--- src/rtl/nonce_search_ctrl_pkg.sv ---
// Shared widths, FSM state codes and the win-compare rule for the nonce search path.
package nonce_search_ctrl_pkg;

   localparam int ENTRY_W  = 96;
   localparam int NONCE_W  = 32;
   localparam int TARGET_W = 8;
   localparam int HASH_W   = 24;

   // Byte of the hash compared against the target; micro_hash benches reuse this.
   localparam int WIN_HI = 23;
   localparam int WIN_LO = 16;

   localparam int ST_W = 3;
   typedef logic [ST_W-1:0] state_t;

   localparam state_t ST_IDLE    = 3'd0;
   localparam state_t ST_LOAD    = 3'd1;
   localparam state_t ST_WAIT    = 3'd2;
   localparam state_t ST_CHECK   = 3'd3;
   localparam state_t ST_RELEASE = 3'd4;
   localparam state_t ST_END     = 3'd5;

   function automatic logic hash_wins(input logic [HASH_W-1:0]   h,
                                      input logic [TARGET_W-1:0] t);
      return h[WIN_HI:WIN_LO] < t;
   endfunction

endpackage

--- src/rtl/nonce_search_ctrl_if.sv ---
// Controller <-> concatenator / micro_hash bundle.
interface nonce_search_ctrl_if;
   import nonce_search_ctrl_pkg::*;

   logic                selector;
   logic [ENTRY_W-1:0]  data_entry_12;
   logic [NONCE_W-1:0]  data_nonce;
   logic [TARGET_W-1:0] data_target;
   logic                hash_done;
   logic [HASH_W-1:0]   H_out;

   // Search controller side.
   modport master (
      output selector, data_entry_12, data_nonce, data_target,
      input  hash_done, H_out
   );

   // Concatenator / hash core side.
   modport slave (
      input  selector, data_entry_12, data_nonce, data_target,
      output hash_done, H_out
   );

endinterface

--- src/rtl/nonce_search_ctrl_timeout_cnt.sv ---
// Per-nonce watchdog: down-counter loaded with the cycle budget, terminal at zero.
module nonce_timeout_cnt #(
   parameter int             W        = 8,
   parameter logic [W-1:0]   LOAD_VAL = '0
) (
   input  logic clk,
   input  logic reset,
   input  logic load,
   input  logic en,
   output logic term
);

   logic [W-1:0] cnt_q, cnt_d;

   // Load has priority; decrement parks at zero so term stays asserted.
   always_comb begin
      cnt_d = cnt_q;
      if (load) begin
         cnt_d = LOAD_VAL;
      end else if (en && (cnt_q != '0)) begin
         cnt_d = cnt_q - 1'b1;
      end
   end

   // Counter register.
   always_ff @(posedge clk or negedge reset) begin
      if (!reset) cnt_q <= '0;
      else        cnt_q <= cnt_d;
   end

   assign term = (cnt_q == '0);

endmodule

--- src/rtl/nonce_search_ctrl.sv ---
// Nonce sweep controller: presents candidates to the concatenator, consumes
// micro_hash results and stops on a win, range exhaustion or hash timeout.
//
//   state   | meaning
//   IDLE    | after reset, waiting for start
//   LOAD    | present current nonce, arm watchdog
//   WAIT    | selector high, waiting for hash_done
//   CHECK   | compare captured hash against target
//   RELEASE | selector low, waiting for hash_done to drop
//   END     | results held, waiting for a new start
module nonce_search_ctrl
   import nonce_search_ctrl_pkg::*;
#(
   parameter int TIMEOUT_CYCLES = 255,
   parameter int TO_W           = 8
) (
   input  logic                 clk,
   input  logic                 reset,
   input  logic                 start,
   input  logic [ENTRY_W-1:0]   entry_12_in,
   input  logic [TARGET_W-1:0]  target_in,
   input  logic [NONCE_W-1:0]   nonce_first,
   input  logic [NONCE_W-1:0]   nonce_last,
   nonce_search_ctrl_if.master  hif,
   output logic                 busy,
   output logic                 found,
   output logic                 done,
   output logic                 timeout,
   output logic [NONCE_W-1:0]   nonce_out,
   output logic [HASH_W-1:0]    hash_out,
   output logic [31:0]          attempts
);

   state_t              state_q,     state_d;
   logic [ENTRY_W-1:0]  entry_q,     entry_d;
   logic [TARGET_W-1:0] target_q,    target_d;
   logic [NONCE_W-1:0]  nonce_q,     nonce_d;
   logic [NONCE_W-1:0]  last_q,      last_d;
   logic                sel_q,       sel_d;
   logic                found_q,     found_d;
   logic                done_q,      done_d;
   logic                timeout_q,   timeout_d;
   logic [NONCE_W-1:0]  nonce_out_q, nonce_out_d;
   logic [HASH_W-1:0]   hash_out_q,  hash_out_d;
   logic [31:0]         attempts_q,  attempts_d;

   logic cnt_load, cnt_en, cnt_term;

   // Budget of TIMEOUT_CYCLES WAIT cycles: terminal count is seen on the last one.
   nonce_timeout_cnt #(
      .W        (TO_W),
      .LOAD_VAL (TO_W'(TIMEOUT_CYCLES - 1))
   ) u_timeout_cnt (
      .clk   (clk),
      .reset (reset),
      .load  (cnt_load),
      .en    (cnt_en),
      .term  (cnt_term)
   );

   // Next-state and datapath decode.
   always_comb begin
      state_d     = state_q;
      entry_d     = entry_q;
      target_d    = target_q;
      nonce_d     = nonce_q;
      last_d      = last_q;
      found_d     = found_q;
      done_d      = done_q;
      timeout_d   = timeout_q;
      nonce_out_d = nonce_out_q;
      hash_out_d  = hash_out_q;
      attempts_d  = attempts_q;
      cnt_load    = 1'b0;
      cnt_en      = 1'b0;

      case (state_q)
         ST_IDLE, ST_END: begin
            if (start) begin
               entry_d    = entry_12_in;
               target_d   = target_in;
               nonce_d    = nonce_first;
               last_d     = nonce_last;
               found_d    = 1'b0;
               done_d     = 1'b0;
               timeout_d  = 1'b0;
               attempts_d = '0;
               if (nonce_first > nonce_last) begin
                  done_d  = 1'b1;
                  state_d = ST_END;
               end else begin
                  state_d = ST_LOAD;
               end
            end
         end
         ST_LOAD: begin
            cnt_load = 1'b1;
            state_d  = ST_WAIT;
         end
         ST_WAIT: begin
            cnt_en = 1'b1;
            // A result arriving on the last budget cycle still counts.
            if (hif.hash_done) begin
               hash_out_d = hif.H_out;
               if (attempts_q != '1) attempts_d = attempts_q + 32'd1;
               state_d = ST_CHECK;
            end else if (cnt_term) begin
               timeout_d = 1'b1;
               done_d    = 1'b1;
               state_d   = ST_END;
            end
         end
         ST_CHECK: begin
            if (hash_wins(hash_out_q, target_q)) begin
               nonce_out_d = nonce_q;
               found_d     = 1'b1;
               done_d      = 1'b1;
               state_d     = ST_END;
            end else if (nonce_q == last_q) begin
               nonce_out_d = last_q;
               done_d      = 1'b1;
               state_d     = ST_END;
            end else begin
               nonce_d = nonce_q + 32'd1;
               state_d = ST_RELEASE;
            end
         end
         ST_RELEASE: begin
            cnt_en = 1'b1;
            // A core that never drops hash_done is treated as hung.
            if (!hif.hash_done) begin
               state_d = ST_LOAD;
            end else if (cnt_term) begin
               timeout_d = 1'b1;
               done_d    = 1'b1;
               state_d   = ST_END;
            end
         end
         default: state_d = ST_IDLE;
      endcase

      sel_d = (state_d == ST_LOAD) || (state_d == ST_WAIT) || (state_d == ST_CHECK);
   end

   // State and result registers; async reset aborts any search silently.
   always_ff @(posedge clk or negedge reset) begin
      if (!reset) begin
         state_q     <= ST_IDLE;
         entry_q     <= '0;
         target_q    <= '0;
         nonce_q     <= '0;
         last_q      <= '0;
         sel_q       <= 1'b0;
         found_q     <= 1'b0;
         done_q      <= 1'b0;
         timeout_q   <= 1'b0;
         nonce_out_q <= '0;
         hash_out_q  <= '0;
         attempts_q  <= '0;
      end else begin
         state_q     <= state_d;
         entry_q     <= entry_d;
         target_q    <= target_d;
         nonce_q     <= nonce_d;
         last_q      <= last_d;
         sel_q       <= sel_d;
         found_q     <= found_d;
         done_q      <= done_d;
         timeout_q   <= timeout_d;
         nonce_out_q <= nonce_out_d;
         hash_out_q  <= hash_out_d;
         attempts_q  <= attempts_d;
      end
   end

   assign hif.selector      = sel_q;
   assign hif.data_entry_12 = entry_q;
   assign hif.data_nonce    = nonce_q;
   assign hif.data_target   = target_q;

   assign busy      = (state_q != ST_IDLE) && (state_q != ST_END);
   assign found     = found_q;
   assign done      = done_q;
   assign timeout   = timeout_q;
   assign nonce_out = nonce_out_q;
   assign hash_out  = hash_out_q;
   assign attempts  = attempts_q;

endmodule

--- src/flat_wrapper.sv ---
// flat-port wrapper written by rule: the top's interface ports become plain ports
module nonce_search_ctrl_flat import nonce_search_ctrl_pkg::*;
#(
   parameter int TIMEOUT_CYCLES = 255,
   parameter int TO_W           = 8
)
  (clk, reset, start, entry_12_in, target_in, nonce_first, nonce_last, busy, found, done, timeout, nonce_out, hash_out, attempts, hif_selector, hif_data_entry_12, hif_data_nonce, hif_data_target, hif_hash_done, hif_H_out);
  nonce_search_ctrl_if hif_i ();
  input  logic clk;
  input  logic reset;
  input  logic start;
  input  logic [ENTRY_W-1:0] entry_12_in;
  input  logic [TARGET_W-1:0] target_in;
  input  logic [NONCE_W-1:0] nonce_first;
  input  logic [NONCE_W-1:0] nonce_last;
  output logic busy;
  output logic found;
  output logic done;
  output logic timeout;
  output logic [NONCE_W-1:0] nonce_out;
  output logic [HASH_W-1:0] hash_out;
  output logic [31:0] attempts;
  output wire logic [$bits(hif_i.selector)-1:0] hif_selector;
  output wire logic [$bits(hif_i.data_entry_12)-1:0] hif_data_entry_12;
  output wire logic [$bits(hif_i.data_nonce)-1:0] hif_data_nonce;
  output wire logic [$bits(hif_i.data_target)-1:0] hif_data_target;
  input wire logic [$bits(hif_i.hash_done)-1:0] hif_hash_done;
  input wire logic [$bits(hif_i.H_out)-1:0] hif_H_out;
  assign hif_selector = hif_i.selector;
  assign hif_data_entry_12 = hif_i.data_entry_12;
  assign hif_data_nonce = hif_i.data_nonce;
  assign hif_data_target = hif_i.data_target;
  assign hif_i.hash_done = hif_hash_done;
  assign hif_i.H_out = hif_H_out;
  nonce_search_ctrl #(.TIMEOUT_CYCLES(TIMEOUT_CYCLES), .TO_W(TO_W)) u_core (.clk(clk), .reset(reset), .start(start), .entry_12_in(entry_12_in), .target_in(target_in), .nonce_first(nonce_first), .nonce_last(nonce_last), .hif(hif_i), .busy(busy), .found(found), .done(done), .timeout(timeout), .nonce_out(nonce_out), .hash_out(hash_out), .attempts(attempts));
endmodule
--- config.mk ---
export PLATFORM = sky130hd
export DESIGN_NAME = nonce_search_ctrl_flat
export DESIGN_NICKNAME = d
export VERILOG_FILES = /design/src/rtl/nonce_search_ctrl_pkg.sv /design/src/rtl/nonce_search_ctrl_if.sv /design/src/rtl/nonce_search_ctrl_timeout_cnt.sv /design/src/rtl/nonce_search_ctrl.sv /design/src/flat_wrapper.sv
export SDC_FILE = /design/constraint.sdc
export NUM_CORES = 1
export LEC_CHECK = 0
export BUFFER_PORTS_ARGS = -buffer_cell sky130_fd_sc_hd__buf_2
export CORE_ASPECT_RATIO = 1.4
export CORE_UTILIZATION = 47
export CTS_CLUSTER_DIAMETER = 80
export DETAILED_ROUTE_END_ITERATION = 10
export HOLD_SLACK_MARGIN = 0.08
export PLACE_DENSITY = 0.84
export REMOVE_ABC_BUFFERS = 1
export SYNTH_ARGS = -nofsm -noshare
export SYNTH_HDL_FRONTEND = slang
export SYNTH_HIERARCHICAL = 1
export SYNTH_SLANG_ARGS = --single-unit
--- constraint.sdc ---
create_clock -name clk -period 2.6 [get_ports clk]
set_clock_uncertainty 0.2 [all_clocks]
set_input_delay 0.65 -clock clk [delete_from_list [all_inputs] [get_ports clk]]
set_output_delay 0.65 -clock clk [all_outputs]
set_load 0.005 [all_outputs]
==> summary.md <==
| Metric | Value |
|---|---|
| Grt ovf | `0` |
| Critical path fanouts, max | `8` |
| Setup CP Type | `flop to flop` |
| MaxCap Viol Count | `0` |
| Die W | `146 um` |
| CP Capture Type | `flop` |
| Skew-Pair Late Insertion Delay | `0.57 ns` |
| Main flop type after synthesis | `dfrtp_1` |
| Clock Path Buffers | `3` |
| TritonCTS clock tree | `built` |
| Post-synth ARST share | `1.00` |
| Yosys reg bits | `271` |
| Worst-Margin Slew | `0.566 ns` |
| Status | `finished with violations` |
| GP Congestion | `0.942` |
| Final Hold Fails | `0` |
| Multi-input logic area | `6500 um^2` |
| WHS | `0.0944 ns` |
| # clock sinks | `271` |
| Cell variety after synth | `75` |
| Fin crit period | `2.64 ns` |
| Via count | `13,100` |
| DRC | `0` |
| P_leak | `0.00947 uW` |
| Area share of the largest cell type after synthesis | `0.496` |
| Global-route wire length before repair | `67.8 mm` |
| Area delta synth->final | `35.4%` |
| Die Y | `204 um` |
| Crit path DAT | `2.88 ns` |
| PortBufs | `424` |
| Number of core rows | `73` |
| Root buf cell | `clkbuf_16` |
| Hold crit path type | `input pin to flop` |
| Mapped Area | `13,700 um^2` |
| Post-route ant nets | `0` |
| # fillers | `2,200` |
| Initial DRT Pass Iterations | `6` |
| Total number of H-tree levels | `1` |
| Total power | `23,000 uW` |
| Storage element area | `6780 um^2` |
| Fraction of layout cells with a size suffix above 1 | `0.370` |
| Area leader, netlist | `dfrtp_1` |
| Period utilisation layout | `1.01` |
| Die footprint | `29,800 um^2` |
| Final HPWL DP | `31.6 mm` |
| Critical Path RT | `2.85 ns` |
| Rel. slew slack | `0.623` |
| Total GRT Usage | `0.286` |
| Vias in the first global route | `13,100` |
| Fin. max-slew vios | `0` |
| Mean area per synthesized cell | `9.67 um^2` |
| Drt initial violations | `1,077` |
| Part of the Yosys area used for sequential elements | `0.496` |
| CP Launch Type | `flop` |
| Top post-synthesis cells by area | `dfrtp_1, nand2_1, mux2_2` |
| Reg clk slew, reported paths | `0.07 ns` |
| Initial Utilization | `0.480` |
| Warnings from Yosys | `6` |
| Gate Count Post-Synth | `1,415` |
| Nets@finish | `2,183` |
| Vias per Instance | `5.60` |
| Worst Slack Setup Final | `-0.0352 ns` |
| Core area | `28,500 um^2` |
| Largest net degree at the start of global routing | `86` |
| Wirelength per Cell | `19.1 um` |
| Post-synth EDFFs | `0` |
| Clock buffer count from CTS | `28` |
| IO Pins | `425` |
| Commonest non-fill, non-tap cell in the layout | `buf_2` |
| Commonest cells after routing, fill and taps aside | `buf_2, nand2_1, dfrtp_1, buf_4, o21ai_0` |
| Max VDD drop | `0.000713 V` |
| FMAX | `379 MHz` |
| Detailed Route WL | `44.6 mm` |
| Initial antenna violation count | `1` |
| Failing checks | `setup timing` |
| RSZ-0062 raised after global routing | `true` |
| Pwr Density | `1240 nW/um^2` |
| Setup violations, final | `20` |
[routing by layer]
layer,global-route usage,up-vias,part of all wire
li1,-,5899,-
met1,0.338,6316,0.36
met2,0.498,731,0.50
met3,0.0449,178,0.077
met4,0.155,0,0.056
met5,0,-,0
[path summary, 6_finish.rpt]
check | start | to | slack [ns] | cells after the start
min | target_in[3] | u_core/hif.data_target[3] | 0.09 | 3
max reg2reg | u_core/last_q[2] | u_core/nonce_out[5] | -0.04 | 8
max | u_core/last_q[2] | u_core/nonce_out[5] | -0.04 | 8
max in group asynchronous | reset | u_core/attempts[2] | 1.00 | 3
min reg2reg | u_core/hif.data_entry_12[79] | u_core/hif.data_entry_12[79] | 0.27 | 2
min in group asynchronous | reset | u_core/hif.data_entry_12[3] | 0.42 | 2
[layout make-up]
cell class                      instances  share of cell area
Clock buffer                           36              0.0428
Clock inverter                         16              0.0133
Sequential cell                       271               0.366
Inverter                               53              0.0107
Timing Repair Buffer                  569               0.190
Antenna cell                            1            0.000135
Multi-Input combinational cell       1021               0.351
Tap cell                              375              0.0253
[critical path: stages (launching register included)]
cell	delay, ns
dfrtp_1	0.40
xor2_1	0.16
nor4_1	0.40
nand4_1	0.18
or2_4	0.30
a21oi_4	0.26
buf_6	0.16
buf_16	0.14
mux2_4	0.29
[Yosys cell counts, types with 6 or more instances]
cell type and instances:
nand2_1 393, dfrtp_1 271, nor2_1 72, o21ai_0 72, mux2_2 55, inv_1 53, clkbuf_1 52, a21oi_1 48
ha_1 43, xor2_1 37, mux2_4 28, nand3_1 28, nor3_1 21, nor4_1 21, xnor2_1 21, nand4_1 19
buf_2 10, o311ai_0 10, and2_1 9, and3_1 8, o211ai_1 8, nand2b_1 6, or3_1 6
[timing repair]
| item | 4_1_cts | 5_1_grt |
|---|---|---|
| resized for setup | 9 | 31 |
| setup buffers | 2 | 13 |
| pin swaps | 2 | 8 |
| hold buffers | 23 | 0 |
| endpoints found under the setup margin | 44 | 50 |
| cloned | 1 | 4 |
| endpoints found under the hold margin | 72 | 0 |
[sequential cells by signal, indices dropped and copies added (netlist names), 3 cells and up]
name,count
u_core/u_timeout_cnt/cnt_q,8
u_core/hif.data_entry_12,96
u_core/nonce_out,32
u_core/state_q,3
u_core/hif.data_target,8
u_core/hif.data_nonce,32
u_core/attempts,32
u_core/last_q,32
u_core/hash_out,24
[stage by stage]
step | instances | setup slack, ns | area, um^2 | utilization | TNS (ns)
floorplan | 1345 | -2.75 | 13300 | - | -375.07
global placement | 2248 | 0.0270 | 16900 | 0.592 | 0
detailed placement | 2248 | -0.0567 | 16900 | 0.592 | -0.451
CTS | 2326 | 0.00798 | 18200 | 0.640 | 0
global route | 2342 | -0.0944 | 18500 | 0.650 | -2.00
finish | 2342 | -0.0352 | 18500 | 0.650 | -0.468
[power breakdown]
group	switching [uW]	total [uW]	leakage [uW]	internal, uW
combinational	5980	11300	0.00560	5270
sequential	1200	7190	0.00336	6000
clock	1760	4510	0.000501	2750
[kinds of logic after synthesis]
family | synth area share
and+or+nand+nor | 0.205
adders and majority gates | 0.0393
buffers and inverters | 0.0404
AOI/OAI and AO/OA | 0.102
xor gates and xnor gates | 0.0371
DFF | 0.496
muxes | 0.0798
(Power assumes the default switching activity.)
